==> config.mk <==
export PLATFORM = sky130hd
export DESIGN_NAME = mem_arbiter
export DESIGN_NICKNAME = d
export VERILOG_FILES = /design/src/rtl/mem_arbiter.sv
export SDC_FILE = /design/constraint.sdc
export NUM_CORES = 1
export LEC_CHECK = 0
export ABC_AREA = 1
export BUFFER_PORTS_ARGS = -buffer_cell sky130_fd_sc_hd__buf_4
export CAP_MARGIN = 20
export CORE_ASPECT_RATIO = 0.6
export CORE_MARGIN = 3
export CORE_UTILIZATION = 43
export DETAILED_ROUTE_END_ITERATION = 10
export HOLD_SLACK_MARGIN = 0.03
export PLACE_DENSITY = 0.88
export SLEW_MARGIN = 20
export SYNTH_ARGS = -nofsm -noshare
export SYNTH_HDL_FRONTEND = slang
export SYNTH_SLANG_ARGS = --single-unit
==> constraint.sdc <==
create_clock -name i_CLK -period 1.8 [get_ports i_CLK]
set_clock_uncertainty 0.15 [all_clocks]
set_input_delay 0.09 -clock i_CLK [delete_from_list [all_inputs] [get_ports i_CLK]]
set_output_delay 0.09 -clock i_CLK [all_outputs]
set_load 0.02 [all_outputs]
==> src/rtl/mem_arbiter.sv <==
// Two-port memory arbiter: round-robin between a read-only fetch port and a
// read/write data port, with a bounded wait on the memory ready bit.
module mem_arbiter #(
    parameter int AddrBusSize   = 16,
    parameter int ElementSize   = 16,
    parameter int TimeoutCycles = 16
) (
    input  logic                   i_CLK,
    input  logic                   i_RST_N,
    input  logic                   i_if_req,
    input  logic [AddrBusSize-1:0] i_if_addr,
    output logic                   o_if_ack,
    output logic [ElementSize-1:0] o_if_data,
    input  logic                   i_dm_req,
    input  logic                   i_dm_we,
    input  logic [AddrBusSize-1:0] i_dm_addr,
    input  logic [ElementSize-1:0] i_dm_wdata,
    output logic                   o_dm_ack,
    output logic [ElementSize-1:0] o_dm_rdata,
    output logic                   o_err,
    output logic                   o_busy,
    output logic                   o_grant,
    output logic                   o_mem_read_en,
    output logic                   o_mem_write_en,
    output logic [AddrBusSize-1:0] o_mem_read_addr,
    output logic [AddrBusSize-1:0] o_mem_write_addr,
    output logic [ElementSize-1:0] o_mem_write_data,
    input  logic                   i_mem_ready,
    input  logic [ElementSize-1:0] i_mem_read_data
);
    localparam int CntW = $clog2(TimeoutCycles + 1);

    typedef enum logic [1:0] {IDLE, BUSY, DONE} state_t;

    state_t                 state;
    logic [CntW-1:0]        to_cnt;
    logic                   last_dm;
    logic                   lat_we;
    logic                   any_req;
    logic                   win_dm;
    logic                   win_we;
    logic                   timed_out;
    logic [AddrBusSize-1:0] win_addr;

    // On a tie the port that did not win last time gets the grant.
    assign any_req   = i_if_req | i_dm_req;
    assign win_dm    = (i_if_req & i_dm_req) ? ~last_dm : i_dm_req;
    assign win_we    = win_dm & i_dm_we;
    assign win_addr  = win_dm ? i_dm_addr : i_if_addr;
    assign timed_out = (to_cnt == CntW'(TimeoutCycles - 1));

    always_ff @(posedge i_CLK or negedge i_RST_N) begin
        if (!i_RST_N) begin
            state            <= IDLE;
            to_cnt           <= '0;
            last_dm          <= 1'b1;
            lat_we           <= 1'b0;
            o_if_ack         <= 1'b0;
            o_if_data        <= '0;
            o_dm_ack         <= 1'b0;
            o_dm_rdata       <= '0;
            o_err            <= 1'b0;
            o_busy           <= 1'b0;
            o_grant          <= 1'b0;
            o_mem_read_en    <= 1'b0;
            o_mem_write_en   <= 1'b0;
            o_mem_read_addr  <= '0;
            o_mem_write_addr <= '0;
            o_mem_write_data <= '0;
        end else begin
            o_if_ack <= 1'b0;
            o_dm_ack <= 1'b0;
            o_err    <= 1'b0;
            case (state)
                IDLE: begin
                    if (any_req && !i_mem_ready) begin
                        state            <= BUSY;
                        to_cnt           <= '0;
                        o_busy           <= 1'b1;
                        o_grant          <= win_dm;
                        last_dm          <= win_dm;
                        lat_we           <= win_we;
                        o_mem_read_en    <= ~win_we;
                        o_mem_write_en   <= win_we;
                        o_mem_read_addr  <= win_addr;
                        o_mem_write_addr <= win_addr;
                        o_mem_write_data <= win_we ? i_dm_wdata : '0;
                    end
                end
                BUSY: begin
                    // Ready has priority over a timeout landing on the same edge.
                    if (i_mem_ready || timed_out) begin
                        state          <= DONE;
                        o_busy         <= 1'b0;
                        o_mem_read_en  <= 1'b0;
                        o_mem_write_en <= 1'b0;
                        o_err          <= ~i_mem_ready;
                        if (o_grant) begin
                            o_dm_ack <= 1'b1;
                            if (!lat_we)
                                o_dm_rdata <= i_mem_ready ? i_mem_read_data : '0;
                        end else begin
                            o_if_ack  <= 1'b1;
                            o_if_data <= i_mem_ready ? i_mem_read_data : '0;
                        end
                    end else begin
                        to_cnt <= to_cnt + CntW'(1);
                    end
                end
                DONE:    state <= IDLE;
                default: state <= IDLE;
            endcase
        end
    end
endmodule

Word level (Yosys, flattened, before mapping) --
Index checks and enable logic that the tools add are counted.
Storage, ports and cells: bits of input ports 70, flip-flop bits (word level) 80, word-level logic and storage cells 65, output and inout port bits 87
Operators by class: add/sub/neg operators 1, bitwise logic cells 8, reduce and logical (&&, ||, !) cells 11, equal/unequal tests 5, mux-type cells 25
Operator list (count):
- $mux 16 | 3
- $mux 1 | 13
- $mux 5 | 2
- $pmux 5 s2 | 1
- $reduce_and 3->1 | 3
- $ne 2x2->1 const B | 3
- $pmux 1 s2 | 3
- $add 5x1->5 const B | 1
- $eq 5x4->1 const B | 1
- $not 1->1 | 5
- $mux 2 | 2
- $pmux 2 s2 | 1
- $reduce_and 2->1 | 2
- $reduce_and 4->1 | 1
- $and 1x1->1 | 2
- $eq 2x1->1 const B | 1
- $logic_not 2->1 | 1
- $reduce_bool 2->1 | 1
- $logic_and 1x1->1 | 1
- $logic_not 1->1 | 1
- $logic_or 1x1->1 | 1
- $or 1x1->1 | 1

Longest topological paths before layout --
depth after elaboration 6, depth in mapped cells 11

Worst setup path after synthesis --
OpenSTA, ideal clock, no wires.
path type reg-to-reg, start reg to_cnt[0], end reg to_cnt[0], required time 1.585 ns, stages on the path, launching flop included 9, period minus slack after synthesis 1.807 ns, setup time 0.065 ns, data arrival time 1.592 ns, path slack -0.007 ns, path through dfrtp_1 ha_1 nand2_1 nor2_1 ha_1 nor2_1 nand2_1 or2_2 nand2_1
On the way: word-level cells in the longest chain between the ends 4, elaborated cells between the ends (all ways) 7, those cells by class add/sub: 1; eq/ne: 2; mux: 2; reduce/logical: 2
Ends and longest elaborated chain:
- start: declaration | RTL line 36 | logic [CntW-1:0] to_cnt;
- start signal: assignment | RTL line 107 | to_cnt <= to_cnt + CntW'(1);
- parallel branches: the longest is 4 deep, another holds $add 5x1->5
Parallel ways; which one is timed is not known. The select of a mux whose other input is x is not followed. A chain may end at the register's enable or synchronous reset.

Final worst setup path --
start reg to_cnt[1], end reg o_dm_rdata[12]
On the way: word-level cells in the longest chain between the ends 3
Ends and longest elaborated chain:
- $eq 5x4->1 | RTL line 50 | assign timed_out = (to_cnt == CntW'(TimeoutCycles - 1));
- $logic_or 1x1->1 | RTL line 92 | if (i_mem_ready || timed_out) begin
- $reduce_and 4->1 (no source line)
- end signal: assignment | RTL line 101 | o_dm_rdata <= i_mem_ready ? i_mem_read_data : '0;
- end: declaration | RTL line 19 | output logic [ElementSize-1:0] o_dm_rdata,
Every way passes these cells.

==> flow_metrics.env <==
export IMPL_outcome="finished with violations"
export IMPL_violations="setup timing"
export IMPL_cts_buffers=9
export IMPL_leakagePower_nw=3.43
export IMPL_multi_input_area_um2=1550
export IMPL_wire_per_inst_um=15.9
export IMPL_slowest_delay_ps=360
export IMPL_antennaDiodeCount=0
export IMPL_clk_path_buf_depth=2
export IMPL_grt_pass1_wl_um=19200
export IMPL_critPathLaunchType="flip-flop"
export IMPL_path_clk_slew_ps=60
export IMPL_critPathBufInv=2
export IMPL_hpwl_um=7560
export IMPL_htree_levels=3
export IMPL_synth_warnings=0
export IMPL_antenna_found_initial=0
export IMPL_routed_via_density=5.02
export IMPL_critPathKind="flip-flop to flip-flop"
export IMPL_regArea_um2=2000
export IMPL_tightestPinTransition_ps=468
export IMPL_synth_largest_area_cell="dfrtp_1"
export IMPL_synth_avg_cell_area_um2=8.02
export IMPL_seq_area_frac_synth_pct=53.9
export IMPL_fmax_mhz=537
export IMPL_ioPinCount=157
export IMPL_initialDrtViolationCount=311
export IMPL_design_area_um2=6110
export IMPL_die_h_um=78.0
export IMPL_fp_coreArea_um2=8130
export IMPL_grt_pass1_vias=3899
export IMPL_r2r_end="o_dm_rdata[12]$_DFFE_PN0P_"
export IMPL_final_fill_count=538
export IMPL_fp_row_count=25
export IMPL_slew_headroom_pct=68.8
export IMPL_drcViolationCount=0
export IMPL_synth_distinct_cells=20
export IMPL_grt_ovfl_total=0
export IMPL_drt_total_wl_um=12600
export IMPL_layout_nets=754
export IMPL_gp_congestion=0.887
export IMPL_syn_area_um2=3710
export IMPL_clock_sinks=80
export IMPL_drt_pre_antenna_iters=5
export IMPL_grt_usage_pct=24.6
export IMPL_crit_required_ps=1920
export IMPL_p_per_area_nw_per_um2=1310
export IMPL_io_buffers=156
export IMPL_cts_tree="yes"
export IMPL_finalCritPeriodShare_pct=103
export IMPL_finalPower_w=0.00798
export IMPL_hold_class="input port to async pin"
export IMPL_syn_inst=463
export IMPL_dp_cells=704
export IMPL_syn2layout_area_growth_pct=64.6
export IMPL_setup_slack_ps=-61.3
export IMPL_maxCapViolations=0
export IMPL_slew_violations=0
export IMPL_ys_ff_latch=80
export IMPL_rr_worst_depth=10
export IMPL_post_route_min_period_ps=1860
export IMPL_grt_max_degree=52
export IMPL_synth_area_leaders="dfrtp_1 (53%), nand2_1 (24%), nand3_1 (7.5%)"
export IMPL_path_delay_family="simple AND/OR/NAND/NOR gates"
export IMPL_ir_drop_mv=0.691
export IMPL_dpl_cell_area_um2=4890
export IMPL_die_x_um=126
export IMPL_grt_setup_unrepaired="yes"
export IMPL_synth_fp_nets=535
export IMPL_setup_viol=24
export IMPL_dieArea_um2=9830
export IMPL_r2r_start="to_cnt[1]$_DFFE_PN0P_"
export IMPL_ant_nets=0
export IMPL_vias=3983
export IMPL_cp_arrival_ps=1990
export IMPL_layout_cells_non_filler=793
export IMPL_initial_core_util_pct=45.7
export IMPL_crit_fanout=5
export IMPL_drive_gt1_share_pct=35.0
export IMPL_finalHoldViolations=0
export IMPL_synth_top_area_share_pct=53.2
export IMPL_cp_slowest_cell="dfrtp_1"
export IMPL_worstPathCellList="ha_2 > nand2_2 > nor2_2 > ha_2 > nor2_4 > nor2_4 > buf_12 > clkbuf_16 > nand3_1 > nand2_1"
export IMPL_clock_root_buffer="clkbuf_16"
export IMPL_final_setup_tns_ps=-417
export IMPL_ff2ff_setup_slack_ps=-60
export IMPL_cp_end_kind="flip-flop"
export IMPL_clock_latency_ps=340
placed cells by master (no fill, tap or decap), drive strengths merged, types with 2 or more instances in the layout:
cell type,n
ha,2
nor2,15
dfrtp,79
nand3,57
clkbuf,11
nand2,244
clkinv,3
buf,174
dlygate4sd3,66
inv,28
worst max-delay path by stage:
stage                                     start                          to  slack (ps)  depth (start not counted)
after floorplan           to_cnt[0]$_DFFE_PN0P_  o_dm_rdata[10]$_DFFE_PN0P_          40                         10
after global placement    to_cnt[0]$_DFFE_PN0P_   o_if_data[12]$_DFFE_PN0P_         -10                          9
after detailed placement  to_cnt[1]$_DFFE_PN0P_    o_if_data[4]$_DFFE_PN0P_        -180                          9
after CTS                 to_cnt[1]$_DFFE_PN0P_   o_dm_rdata[0]$_DFFE_PN0P_          20                          9
after global routing      to_cnt[1]$_DFFE_PN0P_  o_dm_rdata[12]$_DFFE_PN0P_        -120                         10
final                     to_cnt[1]$_DFFE_PN0P_  o_dm_rdata[12]$_DFFE_PN0P_         -60                         10
Yosys cell counts:
master      n
buf_2      11
nor2_1      8
o21ai_0     1
or2_2       1
nor3_1      1
ha_1        2
nor2_2      1
nand3_2     1
inv_2       1
inv_1      27
nand2_1   235
nand3_1    56
nor2_4      6
buf_4      21
dfrtp_1    79
dfstp_2     1
nand4_1     1
buf_6       2
nand2_2     7
clkbuf_1    1
per-stage QoR:
stage	util, %	worst slack, ps	hold slack [ps]
2_1_floorplan	-	40.6	-356
3_3_place_gp	60.1	-10.7	-106
3_5_place_dp	60.1	-178	-95.2
4_1_cts	72.1	24.5	34.1
5_1_grt	75.2	-117	101
6_report	75.2	-61.3	72.7
cell families (layout without fill, tap and decap cells):
| group | after synthesis | after routing | synth area share (%) |
|---|---|---|---|
| AND/OR/NAND/NOR | 317 | 319 | 36.0 |
| AO/OA/AOI/OAI | 1 | 1 | 0.135 |
| adder cells (fa/ha/maj) | 2 | 2 | 0.674 |
| buffers and inverters | 63 | 283 | 9.26 |
| flip-flops | 80 | 80 | 53.9 |
metal layers:
layer	wire length, µm	track usage, %	part of all wire [%]	up-vias
met1	5210	31.4	41	1874
met5	0	0	0	-
met3	924	6.53	7.3	41
met4	460	11.3	3.7	0
met2	5980	39.4	48	225
li1	-	-	-	1843
power breakdown:
part           switching [W]  leakage [nW]  total, W  internal (W)
Clock               0.000703         0.130   0.00165      0.000948
Combinational        0.00202          2.26   0.00351       0.00149
Sequential          0.000458          1.05   0.00282       0.00236
Total                0.00318          3.43   0.00798       0.00480
registers in the layout, indices dropped and copies added (netlist names):
signal            flops
o_dm_rdata           16
o_if_data            16
o_mem_write_addr     16
o_mem_write_data     16
to_cnt                5
state                 2
last_dm               1
lat_we                1
o_busy                1
o_dm_ack              1
o_err                 1
o_grant               1
o_if_ack              1
o_mem_read_en         1
o_mem_write_en        1
layout make-up:
class                           instances  share of cell area, %
Clock buffer                           10                   3.91
Clock inverter                          4                  0.368
Inverter                               28                   1.72
Multi-Input combinational cell        322                   25.4
Sequential cell                        80                   32.8
Tap cell                              108                   2.21
Timing Repair Buffer                  241                   33.6
worst register-to-register path: stages (launching register included):
cell and delay, ps:
dfrtp_1 360, ha_2 200, nand2_2 70, nor2_2 110
ha_2 220, nor2_4 60, nor2_4 160, buf_12 160
clkbuf_16 140, nand3_1 80, nand2_1 100
repair_timing:
action,4_1_cts,5_1_grt
resized for setup,5,44
endpoints found under the setup margin,33,35
setup buffers,3,4
cloned,0,3
hold buffers,66,0
endpoints found under the hold margin,144,0
pin swaps,2,15
No activity file was read; power rests on OpenSTA's default activity.
